[src/rtl/seq_skip_sub_16bit.sv]
// Multi-cycle subtractor D = A - B - bin, evaluated one chunk per clock (LSB first)
// with 4-bit carry-skip groups inside each chunk and a registered carry between chunks.
module seq_skip_sub_16bit #(
    parameter int unsigned width = 16,
    parameter int unsigned chunk = 8
) (
    input  logic             clk,
    input  logic             rst,
    input  logic             in_valid,
    output logic             in_ready,
    input  logic [width:1]   A,
    input  logic [width:1]   B,
    input  logic             bin,
    output logic             out_valid,
    input  logic             out_ready,
    output logic [width:1]   D,
    output logic             bout,
    output logic             ovf,
    output logic             zero
);

    localparam int unsigned n_chunks = width / chunk;
    localparam int unsigned n_groups = chunk / 4;
    localparam int unsigned kw       = (n_chunks > 1) ? $clog2(n_chunks) : 1;
    localparam logic [kw-1:0] k_last = kw'(n_chunks - 1);

    typedef enum logic [1:0] {
        IDLE,
        CALC,
        DONE
    } state_t;

    state_t             state;
    logic [width:1]     a_q;
    logic [width:1]     b_q;
    logic               c_q;
    logic [kw-1:0]      k_q;
    logic               idle_q;

    logic [chunk-1:0]   a_chunk;
    logic [chunk-1:0]   nb_chunk;
    logic [chunk-1:0]   sum_chunk;
    logic               c_out;
    logic [width:1]     d_next;

    // Held low during reset so no operand is accepted while rst is asserted.
    assign in_ready = idle_q & ~rst;

    // Select the operand chunk addressed by k; B is inverted for the subtract.
    always_comb begin
        a_chunk  = '0;
        nb_chunk = '0;
        for (int unsigned i = 0; i < n_chunks; i++) begin
            if (k_q == kw'(i)) begin
                a_chunk  = a_q[i*chunk+1 +: chunk];
                nb_chunk = ~b_q[i*chunk+1 +: chunk];
            end
        end
    end

    // Carry-skip chunk adder: a group whose bits all propagate passes its carry-in straight through.
    always_comb begin : skip_chain
        logic grp_c;
        logic rip_c;
        logic grp_p;
        logic p;
        logic g;
        sum_chunk = '0;
        grp_c     = c_q;
        rip_c     = 1'b0;
        grp_p     = 1'b0;
        p         = 1'b0;
        g         = 1'b0;
        for (int unsigned gi = 0; gi < n_groups; gi++) begin
            rip_c = grp_c;
            grp_p = 1'b1;
            for (int unsigned bi = 0; bi < 4; bi++) begin
                p = a_chunk[gi*4+bi] ^ nb_chunk[gi*4+bi];
                g = a_chunk[gi*4+bi] & nb_chunk[gi*4+bi];
                sum_chunk[gi*4+bi] = p ^ rip_c;
                rip_c = g | (p & rip_c);
                grp_p = grp_p & p;
            end
            grp_c = grp_p ? grp_c : rip_c;
        end
        c_out = grp_c;
    end

    // Difference with the current chunk merged in; used for the final flags.
    always_comb begin
        d_next = D;
        for (int unsigned i = 0; i < n_chunks; i++) begin
            if (k_q == kw'(i)) begin
                d_next[i*chunk+1 +: chunk] = sum_chunk;
            end
        end
    end

    // Control FSM with registered results and handshake flags.
    always_ff @(posedge clk) begin
        if (rst) begin
            state     <= IDLE;
            idle_q    <= 1'b1;
            a_q       <= '0;
            b_q       <= '0;
            c_q       <= 1'b0;
            k_q       <= '0;
            D         <= '0;
            bout      <= 1'b0;
            ovf       <= 1'b0;
            zero      <= 1'b0;
            out_valid <= 1'b0;
        end else begin
            case (state)
                IDLE: begin
                    if (in_valid) begin
                        a_q    <= A;
                        b_q    <= B;
                        c_q    <= ~bin;
                        k_q    <= '0;
                        idle_q <= 1'b0;
                        state  <= CALC;
                    end
                end
                CALC: begin
                    D   <= d_next;
                    c_q <= c_out;
                    k_q <= k_q + kw'(1);
                    if (k_q == k_last) begin
                        bout      <= ~c_out;
                        ovf       <= (a_q[width] != b_q[width]) && (d_next[width] != a_q[width]);
                        zero      <= (d_next == '0);
                        out_valid <= 1'b1;
                        state     <= DONE;
                    end
                end
                DONE: begin
                    if (out_ready) begin
                        out_valid <= 1'b0;
                        idle_q    <= 1'b1;
                        state     <= IDLE;
                    end
                end
                default: begin
                    out_valid <= 1'b0;
                    idle_q    <= 1'b1;
                    state     <= IDLE;
                end
            endcase
        end
    end

endmodule

[config.mk]
export PLATFORM = sky130hd
export DESIGN_NAME = seq_skip_sub_16bit
export DESIGN_NICKNAME = d
export VERILOG_FILES = /design/src/rtl/seq_skip_sub_16bit.sv
export SDC_FILE = /design/constraint.sdc
export NUM_CORES = 1
export LEC_CHECK = 0
export CORE_UTILIZATION = 50
export DETAILED_ROUTE_END_ITERATION = 16
export HOLD_SLACK_MARGIN = 0.1
export PLACE_DENSITY = 0.75
export SLEW_MARGIN = 30
export SYNTH_ARGS = -nofsm -noshare
export SYNTH_HDL_FRONTEND = slang
export SYNTH_SLANG_ARGS = --single-unit
[constraint.sdc]
create_clock -name clk -period 5.6 [get_ports clk]
set_input_delay 1.68 -clock clk [delete_from_list [all_inputs] [get_ports clk]]
set_output_delay 1.68 -clock clk [all_outputs]
set_load 0.02 [all_outputs]
==> summary.txt, run 1 <==
Outcome
  – Outcome: completed

CTS
  – Clock latency reported for the late side of the worst-skew pair: approximately 0.33 ns
  – CTS tree: yes
  – Number of instances resized during post-cts repair: 0
  – CTS Root Cell: clkbuf_8
  – CTS Hold Buffers Added: 0
  – Htree depth: 3
  – Clock net sink count: 57
  – Number of buffers inserted during clock tree synthesis: 9
  – Number of buffers on the longest clock path: 2
  – Clk slew on worst S/H paths: roughly 0.06 ns
  – Post-CTS Setup Repair Bufs: 0

STA
  – Setup tns final: 0 ns
  – Unrepaired setup endpoints after global routing: false
  – Hold violation count in the final report: 0
  – Post-route clock period utilization: 0.8753
  – Worst slew margin relative to its limit: 0.5511
  – Setup violations, final: 0
  – Clock tree skew after final layout: 0.005115 ns
  – Fmax: 0.2040 GHz
  – Final critical path time including I/O delays and setup: 4.902 ns
  – Slew at the pin with the worst max-slew slack: 0.6712 ns
  – Worst Setup Slack, final: 0.6984 ns
  – Total count of max-transition violations in the final report: 0

Detailed routing
  – Average wire per cell in the routed design: 12.87 um
  – Met2 WL post-DR: approximately 2.6 mm
  – Highest routing layer actually used: met4
  – 1st-iter DRT viols: 66
  – Met3 wire length: 212 um
  – Total vias in the final route: approximately 2,200
  – Met1 Wirelength: 2.638 mm
  – Number of detailed-routing iterations run before antenna repair: 4
  – DRC errors left: 0
  – Final wirelength: 5.523 mm
  – Ratio of routed vias to standard cells: 5.051
  – Post-route ant nets: 0

Setup path
  – Critical Path Source Type: flop
  – Kind of critical path: flop to flop
  – Stage delay of the slowest cell on the critical path: 0.59 ns
  – Count of buffer and inverter cells on the critical path: 1
  – Biggest fanout along the worst timing path: 5
  – Family with the most delay on the worst path: adder cells
  – Slack of the worst reg-to-reg path: 0.70 ns
  – Cell seen most often among critical-path stages: fa_1
  – Critical Path RT: 5.86 ns
  – Cell with the largest stage delay on the worst path: fa_1
  – CP endpoint kind: flop
  – Cell-by-cell trace of the critical path: mux2i_1, inv_1, fa_1, fa_1, fa_1, fa_1, mux2_4, fa_1, fa_1, fa_1, fa_1, nand4_1, nor2_1, nand4_1, a21oi_1
  – Data arrival time at the worst-slack endpoint: 5.16 ns

Logic synthesis
  – Yosys synthesis warning count: 0
  – Syn_nets: 358
  – Mean cell area of the mapped netlist: ~8.5 um2
  – Cell area after synthesis: ~2600 um2
  – Number of distinct library cells after synthesis: 30
  – Number of flops mapped to enable cells by yosys: 0
  – Main synth FF type: dfxtp_1
  – Proportion of synthesized chip area in sequential cells: 0.4380
  – FFs w/ async S/R, synth: 0
  – Post-Syn Instances: 305
  – Post-synthesis sequential element count: 57

Place
  – Total instance count after detailed placement: 413
  – Detailed placer's ending HPWL: 4.043 mm
  – Buffers added on ports: 57
  – Worst setup timing slack at the placement stage: 0.7216 ns
  – Standard cell area after detailed placement: 3202 um2
  – Final weighted congestion of routability-driven global placement: slightly above 0.8

GRT
  – Vias in the first global route: 2,018
  – Pin count of the biggest net entering global routing: 58
  – Initial antenna violation count: 0
  – Global-route congestion overflow total: 0
  – Total routing usage reported by global routing: 0.2266
  – Global-route wire length before repair: ~9 mm

Layout
  – Layout overhead on the synthesized area: 29.59%
  – Commonest non-fill, non-tap cell in the layout: nand2_1
  – Area of all placed cells without fillers: 3376 um2
  – Most used cells in the layout excluding fill and tap cells: nand2_1, dfxtp_1, clkdlybuf4s50_1
  – Final Non-Filler Cells: about 430
  – Fillers: 434
  – Count of antenna diodes in the layout: 0
  – Post-layout nets: 410
  – Ratio of cells with drive above 1 in the final layout: 0.06077

Pwr
  – Power spent charging and discharging nets: 304.7 uW
  – Reg power frac: 0.439
  – Internal: 732.4 uW
  – Relative contribution of combinational cells to total power: 0.237
  – Switching fraction of total power: 0.2938
  – Clock network power share: 0.325
  – Static leakage: 1.338 nW
  – Final Power: 1.037 mW
  – PwrDens: 307.2 nW/um2
  – Maximum vdd ir drop: 158.1 uV

Die
  – Vertical extent of the die: 74.18 um
  – Width of the chip: roughly 74 um
  – Number of placed I/O pins: 58
  – Core footprint: 4880 um2
  – Site row count: 25
  – Die Area: about 5500 um2
  – Initial core utilization: 0.5338

Hold path
  – HP Class: flop to flop

Run
  – Max-cap check violation count: 0
## sequential cells by signal (all words and copies together) (netlist names)
register   cells
D             16
a_q           16
b_q           16
state          2
bout           1
c_q            1
idle_q         1
k_q            1
out_valid      1
ovf            1
zero           1
## path summary, 6_finish.rpt
kind / start / to / depth (start not counted)
setup / recovery: k_q / zero / 15
hold / removal: b_q[1] / b_q[1] / 2
hold reg to reg: b_q[1] / b_q[1] / 2
setup reg to reg: k_q / zero / 15
## power groups by stage
stage | clock network (mW) | logic [mW] | registers [mW]
3_5_place_dp | 0 | 0.245 | 0.464
4_1_cts | 0.342 | 0.246 | 0.455
6_report | 0.337 | 0.246 | 0.455
3_3_place_gp | 0 | 0.238 | 0.463
2_1_floorplan | 0 | 0.146 | 0.471
5_1_grt | 0.361 | 0.271 | 0.458
## synthesized netlist by cell type (2+ instances only)
library cell / n / share of area
buf_4: 2 / 0.0058
a21oi_1: 38 / 0.073
or4b_1: 2 / 0.0077
fa_1: 8 / 0.061
and2_1: 2 / 0.0048
dfxtp_1: 57 / 0.44
nand2_1: 69 / 0.099
nand4_1: 5 / 0.012
nand2b_1: 2 / 0.0048
nor3_1: 2 / 0.0038
mux2i_1: 17 / 0.065
nor4_1: 2 / 0.0048
nand3b_1: 2 / 0.0058
clkbuf_1: 12 / 0.017
inv_1: 19 / 0.027
nor2b_1: 2 / 0.0048
a211oi_1: 17 / 0.049
nor2_1: 23 / 0.033
ha_1: 8 / 0.038
buf_2: 6 / 0.012
## kinds of logic after synthesis
kind of cell    share of synthesized area
compound gates                     0.1393
fa+ha+maj                         0.09990
buf+inv                           0.06340
flops                              0.4380
mux                               0.07108
simple gates                       0.1883
## metal layers
metal	vias to the layer above	global-route usage
met4	0	0.1261
met1	989	0.2967
met3	13	0.05691
met2	48	0.3424
li1	1117	-
met5	-	0
## final cells by class
type | count | area, um2 | area share
Multi-Input combinational cell | 208 | 1299 | 0.3847
Tap cell | 67 | 83.83 | 0.02483
Clock inverter | 3 | 15.01 | 0.004448
Clock buffer | 13 | 158.9 | 0.04707
Sequential cell | 57 | 1141 | 0.3380
Inverter | 20 | 75.07 | 0.02224
Timing Repair Buffer | 61 | 603.1 | 0.1787
## tightest hold or removal path, cell delays in order, from the launching register on
cell	delay, ns
dfxtp_1	0.31
nand2_1	0.05
a21oi_1	0.05
## through the flow
step                hold slack, ns  utilization
global route                0.4753       0.6918
floorplan                   0.4357            -
global placement            0.4416       0.6531
detailed placement          0.4461       0.6562
CTS                         0.4545       0.6918
finish                      0.4525       0.6918
Power figures use the tool's default switching activity.
==> run 2: changes to the inputs <==
Settings changed: CORE_MARGIN from default to 3, MAX_ROUTING_LAYER from default to met4.
==> summary.txt, run 2 (same netlist as run 1, synthesis figures left out) <==
Die
  – Width of the chip: 78.18 um
  – Site row count: 25
  – Initial core utilization: 0.5338
  – Vertical extent of the die: 78.18 um
  – Die Area: 6112 um2
  – Core footprint: roughly 4900 um2
  – Number of placed I/O pins: 58

Pwr
  – Power spent charging and discharging nets: 299.9 uW
  – Reg power frac: 0.449
  – PwrDens: 301.7 nW/um2
  – Maximum vdd ir drop: 150.4 uV
  – Relative contribution of combinational cells to total power: 0.239
  – Static leakage: 1.333 nW
  – Internal: 716.7 uW
  – Clock network power share: 0.311
  – Switching fraction of total power: 0.2950

Layout
  – Registers with the most flip-flops: D (16), a_q (16), b_q (16)
  – Layout overhead on the synthesized area: 29.35%
  – Post-layout nets: 410
  – Area of all placed cells without fillers: around 3400 um2
  – Ratio of cells with drive above 1 in the final layout: 0.06094
  – Count of antenna diodes in the layout: 0
  – Most used cells in the layout excluding fill and tap cells: nand2_1, dfxtp_1, clkdlybuf4s50_1
  – Final Non-Filler Cells: 428
  – Commonest non-fill, non-tap cell in the layout: nand2_1

CTS
  – Clock latency reported for the late side of the worst-skew pair: 0.33 ns
  – Number of buffers on the longest clock path: 2
  – CTS Root Cell: clkbuf_8
  – Number of instances resized during post-cts repair: 0
  – Number of buffers inserted during clock tree synthesis: 9
  – Clock net sink count: 57
  – CTS tree: yes
  – Post-CTS Setup Repair Bufs: 0
  – Htree depth: 3
  – CTS Hold Buffers Added: 0
  – Clk slew on worst S/H paths: 0.06 ns

Setup path
  – Critical Path Source Type: flop
  – Data arrival time at the worst-slack endpoint: 5.29 ns
  – Cell with the largest stage delay on the worst path: fa_1
  – Cell seen most often among critical-path stages: fa_1
  – Biggest fanout along the worst timing path: 7
  – Stage delay of the slowest cell on the critical path: 0.58 ns
  – R2R Path End: zero
  – CP endpoint kind: flop
  – Critical Path RT: 5.85 ns
  – Kind of critical path: flop to flop
  – Beginning of the worst register-to-register path: k_q
  – Slack of the worst reg-to-reg path: 0.56 ns
  – Cell-by-cell trace of the critical path: mux2i_1, inv_1, fa_1, fa_1, fa_1, fa_1, mux2_4, fa_1, fa_1, fa_1, fa_1, nand4_1, nor2_1, nand4_1, a21oi_1
  – Worst r2r path cells: 15

STA
  – Final critical path time including I/O delays and setup: between 5 and 6 ns
  – Total count of max-transition violations in the final report: 0
  – Hold violation count in the final report: 0
  – Smallest hold slack: 0.4540 ns
  – Fmax: 0.1986 GHz
  – Setup violations, final: 0
  – Clock tree skew after final layout: 0.005957 ns
  – Slew at the pin with the worst max-slew slack: around 0.65 ns
  – Setup tns final: 0 ns
  – Unrepaired setup endpoints after global routing: false
  – Post-route clock period utilization: 0.8993
  – Worst slew margin relative to its limit: 0.5672

Detailed routing
  – Average wire per cell in the routed design: ~14 um
  – Final wirelength: a little under 6 mm
  – Post-route ant nets: 0
  – Number of detailed-routing iterations run before antenna repair: 4
  – DRC errors left: 0
  – Total vias in the final route: 2,188
  – Ratio of routed vias to standard cells: between 5 and 6
  – 1st-iter DRT viols: 160

GRT
  – Pin count of the biggest net entering global routing: between 50 and 60
  – Global-route wire length before repair: 9.673 mm
  – Initial antenna violation count: 0
  – Total routing usage reported by global routing: 0.2088
  – Vias in the first global route: roughly 2,100
  – Global-route congestion overflow total: 0

Hold path
  – End point of the most critical hold path: a_q[14]
  – HP Class: flop to flop
  – Worst hold path startpoint: a_q[14]
  – Hold Path Stages: 2

Outcome
  – Outcome: completed

Run
  – Max-cap check violation count: 0

Place
  – Buffers added on ports: between 50 and 60
  – Standard cell area after detailed placement: ~3200 um2
  – Final weighted congestion of routability-driven global placement: 0.8753
  – Total instance count after detailed placement: around 410
  – Detailed placer's ending HPWL: 4.273 mm
## run 2: cell types whose count changed in the layout (fill, tap and decap cells not counted)
cell,previous run,this run
buf_8,1,0
clkbuf_8,11,10
clkinv_2,3,4
nor3b_2,1,0
buf_4,3,2
buf_6,0,2
nor3b_4,0,1
clkbuf_1,2,1
## run 2: metrics by stage
stage	setup WS, ns	total power, mW	utilization
after global placement	0.7453	0.7014	0.6528
final	0.5642	1.017	0.6905
after detailed placement	0.6380	0.7083	0.6574
after floorplan	0.6969	0.6166	-
after CTS	0.5807	1.025	0.6905
after global routing	0.3292	1.072	0.6905
## run 2: layer usage
metal	wire (um)	up-vias	track usage
li1	-	1120	-
met4	90	0	0.1084
met2	2769	54	0.3296
met5	0	-	-
met1	2685	1005	0.2540
met3	252	9	0.04128
## run 2: worst max-delay path: cells and delay by family, from the launching register on
family	cells	cell delay [ns]
buffers and inverters	1	0.08
flip-flops	1	0.55
AO/OA/AOI/OAI	1	0.16
adder cells (fa/ha/maj)	8	3.29
AND/OR/NAND/NOR	3	0.31
multiplexers	2	0.57
## run 2: power groups by stage
stage,clock (mW),combinational (mW),sequential [mW]
2_1_floorplan,0,0.146,0.471
3_3_place_gp,0,0.236,0.465
3_5_place_dp,0,0.243,0.466
4_1_cts,0.323,0.245,0.457
5_1_grt,0.342,0.269,0.461
6_report,0.317,0.243,0.457
## run 2: final cells by class
class	instances	area, um2
Fill cell	433	1510
Multi-Input combinational cell	208	1305
Sequential cell	57	1141
Timing Repair Buffer	61	603.1
Clock buffer	11	141.4
Tap cell	67	83.83
Inverter	20	75.07
Clock inverter	4	20.02
## run 2: how the worst max path moves through the flow
stage	slack, ns	cells past startpoint	start	endpoint
floorplan	0.70	16	k_q	ovf
global placement	0.75	15	k_q	zero
detailed placement	0.64	15	k_q	zero
CTS	0.58	15	k_q	zero
global route	0.33	15	k_q	zero
finish	0.56	15	k_q	zero
